<file path="config.mk">
export PLATFORM = sky130hd
export DESIGN_NAME = fc_state_tx
export DESIGN_NICKNAME = d
export VERILOG_FILES = /design/src/rtl/fc_state_tx.sv
export SDC_FILE = /design/constraint.sdc
export NUM_CORES = 1
export LEC_CHECK = 0
export CAP_MARGIN = 20
export CORE_MARGIN = 1
export CORE_UTILIZATION = 46
export DETAILED_ROUTE_END_ITERATION = 7
export GPL_TIMING_DRIVEN = 1
export PLACE_DENSITY = 0.8
export SYNTH_ARGS = -nofsm -noshare
export SYNTH_HDL_FRONTEND = slang
export SYNTH_SLANG_ARGS = --single-unit
</file>
<file path="constraint.sdc">
create_clock -name clk -period 2.3 [get_ports clk]
set_input_delay 0.23 -clock clk [delete_from_list [all_inputs] [get_ports clk]]
set_output_delay 0.23 -clock clk [all_outputs]
set_load 0.05 [all_outputs]
</file>
<file path="src/rtl/fc_state_tx.sv">
// fc_state_tx: Fibre Channel port transmit word selector (primitive sequences / frames / fill IDLEs).
// Latency: 1 cycle from state and accepted word to data/datak; in_ready is combinational.
// Backpressure: in_ready holds off SOF until MIN_IDLES IDLEs follow an EOF; it accepts every word mid-frame and while draining.
//
// Ports:
//   clk, reset_n                 word clock, async active-low reset (release synchronised by two flops)
//   state                        current FC_Port state from the receive state machine
//   in_data/in_datak             framer word + K flags (byte 0 sent first)
//   in_valid/in_sop/in_eop       word qualifiers; in_ready = accept
//   data/datak                   registered word to the transceiver
//   underrun/abort               one-cycle event pulses
//   frames_tx/frames_aborted     present only when FC_STATE_TX_STATS_EN is defined

package fc;
  typedef enum logic [3:0] {
    STATE_AC  = 4'd0,
    STATE_LR1 = 4'd1,
    STATE_LR2 = 4'd2,
    STATE_LR3 = 4'd3,
    STATE_LF1 = 4'd4,
    STATE_LF2 = 4'd5,
    STATE_OL1 = 4'd6,
    STATE_OL2 = 4'd7,
    STATE_OL3 = 4'd8
  } state_t;
endpackage

module fc_state_tx #(
  parameter int MIN_IDLES = 6
) (
  input  logic        clk,
  input  logic        reset_n,
  input  fc::state_t  state,
  input  logic [31:0] in_data,
  input  logic [3:0]  in_datak,
  input  logic        in_valid,
  input  logic        in_sop,
  input  logic        in_eop,
  output logic        in_ready,
  output logic [31:0] data,
  output logic [3:0]  datak,
  output logic        underrun,
  output logic        abort
`ifdef FC_STATE_TX_STATS_EN
  ,
  output logic [31:0] frames_tx,
  output logic [15:0] frames_aborted
`endif
);

  // Ordered sets, byte 0 in bits [7:0].
  localparam logic [31:0] IDLE_W = 32'hB5B595BC;
  localparam logic [31:0] OLS_W  = 32'h558A35BC;
  localparam logic [31:0] NOS_W  = 32'h45BF55BC;
  localparam logic [31:0] LR_W   = 32'h49BF49BC;
  localparam logic [31:0] LRR_W  = 32'h49BF35BC;
  localparam logic [3:0]  K_OS   = 4'b0001;

  localparam int GW = (MIN_IDLES < 1) ? 1 : $clog2(MIN_IDLES + 1);
  localparam logic [GW-1:0] GAP_MAX = GW'(MIN_IDLES);

  typedef enum logic [1:0] {
    M_IDLE  = 2'd0,
    M_FRAME = 2'd1,
    M_DRAIN = 2'd2
  } mode_t;

  function automatic logic [31:0] seq_word(input fc::state_t s);
    case (s)
      fc::STATE_LR1: seq_word = LR_W;
      fc::STATE_LR2: seq_word = LRR_W;
      fc::STATE_LR3: seq_word = IDLE_W;
      fc::STATE_LF1: seq_word = NOS_W;
      fc::STATE_LF2: seq_word = OLS_W;
      fc::STATE_OL1: seq_word = OLS_W;
      fc::STATE_OL2: seq_word = LR_W;
      fc::STATE_OL3: seq_word = NOS_W;
      fc::STATE_AC:  seq_word = IDLE_W;
      default:       seq_word = OLS_W;  // undefined encodings
    endcase
  endfunction

  // Reset release synchroniser: assertion is immediate, release waits two clocks.
  logic [1:0] r_rst_sync;
  logic       w_rst_n;

  always_ff @(posedge clk or negedge reset_n) begin
    if (!reset_n) r_rst_sync <= 2'b00;
    else          r_rst_sync <= {r_rst_sync[0], 1'b1};
  end

  assign w_rst_n = r_rst_sync[1];

  mode_t          r_mode;
  logic [GW-1:0]  r_gap;
  logic [31:0]    r_data;
  logic [3:0]     r_datak;
  logic           r_underrun;
  logic           r_abort;

  logic           w_ready;
  logic           w_in_ac;
  logic           w_gap_ok;
  logic [GW-1:0]  w_gap_inc;
  logic [31:0]    w_seq;
  logic           w_seq_is_idle;
  logic           w_sof_take;
  logic           w_frame_word;
  logic           w_abort_ev;

  assign w_in_ac       = (state == fc::STATE_AC);
  assign w_gap_ok      = (r_gap >= GAP_MAX);
  assign w_gap_inc     = (r_gap >= GAP_MAX) ? GAP_MAX : r_gap + 1'b1;
  assign w_seq         = seq_word(state);
  assign w_seq_is_idle = (w_seq == IDLE_W);

  // Outside a frame, a stray non-SOF word is always swallowed; only SOF waits on the gap.
  always_comb begin
    w_ready = 1'b0;
    if (w_rst_n) begin
      case (r_mode)
        M_DRAIN: w_ready = 1'b1;
        M_FRAME: w_ready = w_in_ac;
        default: w_ready = w_in_ac && (w_gap_ok || (in_valid && !in_sop));
      endcase
    end
  end

  assign in_ready     = w_ready;
  assign w_sof_take   = (r_mode == M_IDLE) && w_in_ac && in_valid && in_sop && w_ready;
  assign w_frame_word = (r_mode == M_FRAME) && w_in_ac && in_valid;
  assign w_abort_ev   = (r_mode == M_FRAME) && !w_in_ac;

  always_ff @(posedge clk or negedge w_rst_n) begin
    if (!w_rst_n) begin
      r_mode     <= M_IDLE;
      r_gap      <= GAP_MAX;
      r_data     <= OLS_W;
      r_datak    <= K_OS;
      r_underrun <= 1'b0;
      r_abort    <= 1'b0;
    end else begin
      r_underrun <= 1'b0;
      r_abort    <= 1'b0;
      r_data     <= w_seq;
      r_datak    <= K_OS;
      case (r_mode)
        M_FRAME: begin
          if (w_abort_ev) begin
            // Frame cut on the wire: the port sequence takes over next cycle,
            // the rest of the frame is swallowed and the gap restarts.
            r_abort <= 1'b1;
            r_mode  <= M_DRAIN;
            r_gap   <= '0;
          end else if (w_frame_word) begin
            r_data  <= in_data;
            r_datak <= in_datak;
            if (in_eop) begin
              r_mode <= M_IDLE;
              r_gap  <= '0;
            end
          end else begin
            r_data     <= IDLE_W;
            r_underrun <= 1'b1;
          end
        end
        M_DRAIN: begin
          // Returning to AC does not reopen the frame; only the EOF word ends the drain.
          if (in_valid && in_eop) r_mode <= M_IDLE;
          if (w_seq_is_idle) r_gap <= w_gap_inc;
        end
        default: begin
          if (w_sof_take) begin
            r_data  <= in_data;
            r_datak <= in_datak;
            if (in_eop) r_gap  <= '0;  // single-word frame
            else        r_mode <= M_FRAME;
          end else if (w_seq_is_idle) begin
            r_gap <= w_gap_inc;
          end
        end
      endcase
    end
  end

  assign data     = r_data;
  assign datak    = r_datak;
  assign underrun = r_underrun;
  assign abort    = r_abort;

`ifdef FC_STATE_TX_STATS_EN
  logic [31:0] r_frames_tx;
  logic [15:0] r_frames_aborted;
  logic        w_eof_out;

  assign w_eof_out = (w_frame_word || w_sof_take) && in_eop;

  always_ff @(posedge clk or negedge w_rst_n) begin
    if (!w_rst_n) begin
      r_frames_tx      <= 32'd0;
      r_frames_aborted <= 16'd0;
    end else begin
      if (w_eof_out)  r_frames_tx      <= r_frames_tx + 32'd1;
      if (w_abort_ev) r_frames_aborted <= r_frames_aborted + 16'd1;
    end
  end

  assign frames_tx      = r_frames_tx;
  assign frames_aborted = r_frames_aborted;
`else
  // Statistics option off: no counters are built.
`endif

endmodule
</file>
==> metrics.md <==
| Metric | Value |
|---|---|
| Status | finished clean |
| Layout Nets | 401 |
| Setup CP Type | reg -> out |
| Final setup viols | 0 |
| Root Driver | clkbuf_8 |
| Sequential element share of the synthesized area | 45.8% |
| Routed vias | 2311 |
| H-tree lvl count | 2 |
| Fmax | 454 MHz |
| Port bufs | 83 |
| Die W | 75.9 um |
| DR iter-0 viols | 141 |
| Share of cells above drive strength 1 | 19.6% |
| DRC errors left | 0 |
| Core box area | 5170 sq um |
| R2R cell count | 7 |
| RSZ-0062 raised after global routing | yes |
| Drt first pass iters | 4 |
| Reg2reg setup slack | 0.18 ns |
| Routed WL | 6.59 mm |
| Syn Inst Count | 247 |
| Die height | 75.9 um |
| Dominant cells by area after synthesis | dfrtp_1, dfstp_2, ha_1 |
| Worst path most repeated cell | buf_12 |
| Die area | 5760 sq um |
| WL/cell | 15.8 um |
| RePlAce Congestion | 0.919 |
| Util after Layout | 71.6% |
| Slowest Stage Delay on Critical Path | 0.42 ns |
| Final hold viol count | 0 |
| Main synth FF type | dfrtp_1 |
| Placed Cells | 409 |
| Period utilization | 95.8% |
| Area Overhead vs Synth | 47.4% |
| Synth top area share | 25.9% |
| Count of different cell masters after synthesis | 53 |
| Pre-CTS setup slack | -0.0840 ns |
| Total Routing Usage GR | 24.6% |
| Worst Tran Pin Value | 0.540 ns |
| Yosys Warn Count | 0 |
| HPWL Detailed | 4.97 mm |
| Filler-free cell count of the finished design | 417 |
| Dominant cell type by area after synthesis | dfrtp_1 |
| Post-CTS Setup Inserts | 0 |
| Slowest stage cell, crit path | dfrtp_1 |
| Core Rows | 26 |
| Synth Cell Area | 2510 sq um |
| CP startpoint kind | flop |
| Max_slew headroom | 64.0% |
| Pin count of the biggest net entering global routing | 45 |
| Crit path capture type | output pin |
| Ports | 84 |
| Synth Register Bits | 45 |
| Mapped Avg Cell Area | 10.2 sq um |
| CTS tree | yes |
| Skew-Pair Late Insertion Delay | 0.30 ns |
| Final Max Tran Viols | 0 |
| Number of max-cap violations | 0 |
| Drt via density | 5.54 |
| Post-synth ARST share | 100% |
| Maximum VDD drop | 1.04 mV |
| Initial Util | 48.5% |
| Clk_skew | 0.00779 ns |
| Initial antenna violation count | 0 |
| Total leakage power | 1.58 nW |
| First-pass GRT wire length | 10.6 mm |
| Min-Delay Path Class | in -> async |
| Post-route ant nets | 0 |
| Aggregate global routing overflow | 0 |
| Syn nets | 302 |
| Worst-path maximum fanout | 30 |
| Worst EP arrival | 1.97 ns |
| Worst Path Required | 2.07 ns |
| Power per Cell Area | 1260 nW/um^2 |
| Fin crit period | 2.20 ns |
| Number of synthesized flops with an enable pin | 0 |
| Antenna fix cells | 0 |
| Vias in the first global route | 2186 |
| Clk buf depth | 2 |
| Clock Sinks | 45 |
| Worst-path cell chain | inv_1, ha_1, buf_12, nand2b_2, o21ai_0, nor2_2, buf_12 |
| Clock transition at path regs | 0.08 ns |
| # hold bufs at CTS | 0 |
| CTS Buf Count | 5 |
| Most frequent cell after synthesis | dfrtp_1 |
| Top post-synthesis cells by count | dfrtp_1, nor2_1, dfstp_2, o21ai_0, a21oi_1 |
| Final WS setup | 0.0967 ns |
## final cells by class
cell class / count / area, sq um
clock buffers: 6 / 82.6
multi-input cells: 176 / 1260
flip-flops and latches: 45 / 1150
clock inverters: 2 / 37.5
inverters: 9 / 33.8
fillers: 396 / 1470
well taps: 70 / 87.6
repair buffers: 109 / 1050
## cells by family (layout without fill, tap and decap cells)
| group | count (synthesis) | after routing | synth area share [%] |
|---|---|---|---|
| DFF | 45 | 45 | 45.8 |
| adders and majority gates | 10 | 10 | 4.98 |
| AOI/OAI and AO/OA | 79 | 79 | 23.2 |
| muxes | 7 | 7 | 2.84 |
| other | 1 | 1 | 0.149 |
| buffers and inverters | 26 | 126 | 4.88 |
| and+or+nand+nor | 79 | 79 | 18.2 |
## path summary, 6_finish.rpt
check,start,endpoint
setup / recovery,r_mode[0],in_ready
hold / removal,reset_n,r_rst_sync[0]
min in group clk,r_rst_sync[0],r_rst_sync[1]
hold reg to reg,r_rst_sync[0],r_rst_sync[1]
max in group asynchronous,r_rst_sync[1],data[26]
setup reg to reg,r_mode[0],data[26]
## worst max-delay path, delay by kind of cell, from the launching register on
family | cells | cell delay, ns
buffers and inverters | 3 | 0.43
AOI/OAI and AO/OA | 1 | 0.24
and+or+nand+nor | 2 | 0.22
adders and majority gates | 1 | 0.35
DFF | 1 | 0.42
## sequential cells by signal (all words and copies together), names as in the netlist
signal	count
datak	4
r_gap	3
r_rst_sync	2
r_mode	2
abort	1
underrun	1
data	32
## where the power goes
part	internal [mW]	leakage (nW)	switching [mW]
registers	1.11	0.545	0.0847
logic	1.07	0.978	1.77
clock network	0.353	0.0574	0.264
## through the flow
step	setup TNS, ns	hold slack, ns	power [mW]	area (sq um)
after floorplan	0	-0.0656	3.05	2510
after global placement	-0.0821	0.343	4.00	3560
after detailed placement	-0.520	0.338	4.04	3560
after CTS	0	0.0835	4.66	3680
after global routing	-0.00302	0.0811	4.95	3700
final	0	0.0899	4.66	3700
## timing repair
item,CTS,global route
resized for setup,0,4
hold endpoints to repair,0,0
endpoints found under the setup margin,0,13
## layout by cell type (no fill, tap or decap), drive strengths merged, types with 2 or more instances in the layout
master         instances
mux2i                  6
nand3                  7
a211oi                 5
o211ai                 2
inv                    9
dfstp                 19
nor3                  12
a32o                   3
a21o                  10
a32oi                  5
nor2b                  4
ha                    10
and2                  11
nor3b                  2
nand2                  6
a21oi                 12
a22o                   2
clkdlybuf4s50         82
a31oi                  5
clkbuf                 6
nand2b                 6
nand4                  4
o21ai                 16
nor2                  20
nor4                   2
dfrtp                 26
o21a                   8
buf                   27
## layer usage
metal	GRT usage (%)	vias to the layer above	part of all wire (%)
met5	0	-	0
met4	7.82	0	1.4
met3	5.56	13	8.8
met2	40.9	112	48
met1	31.7	1094	42
li1	-	1092	-
(Power assumes the default switching activity.)
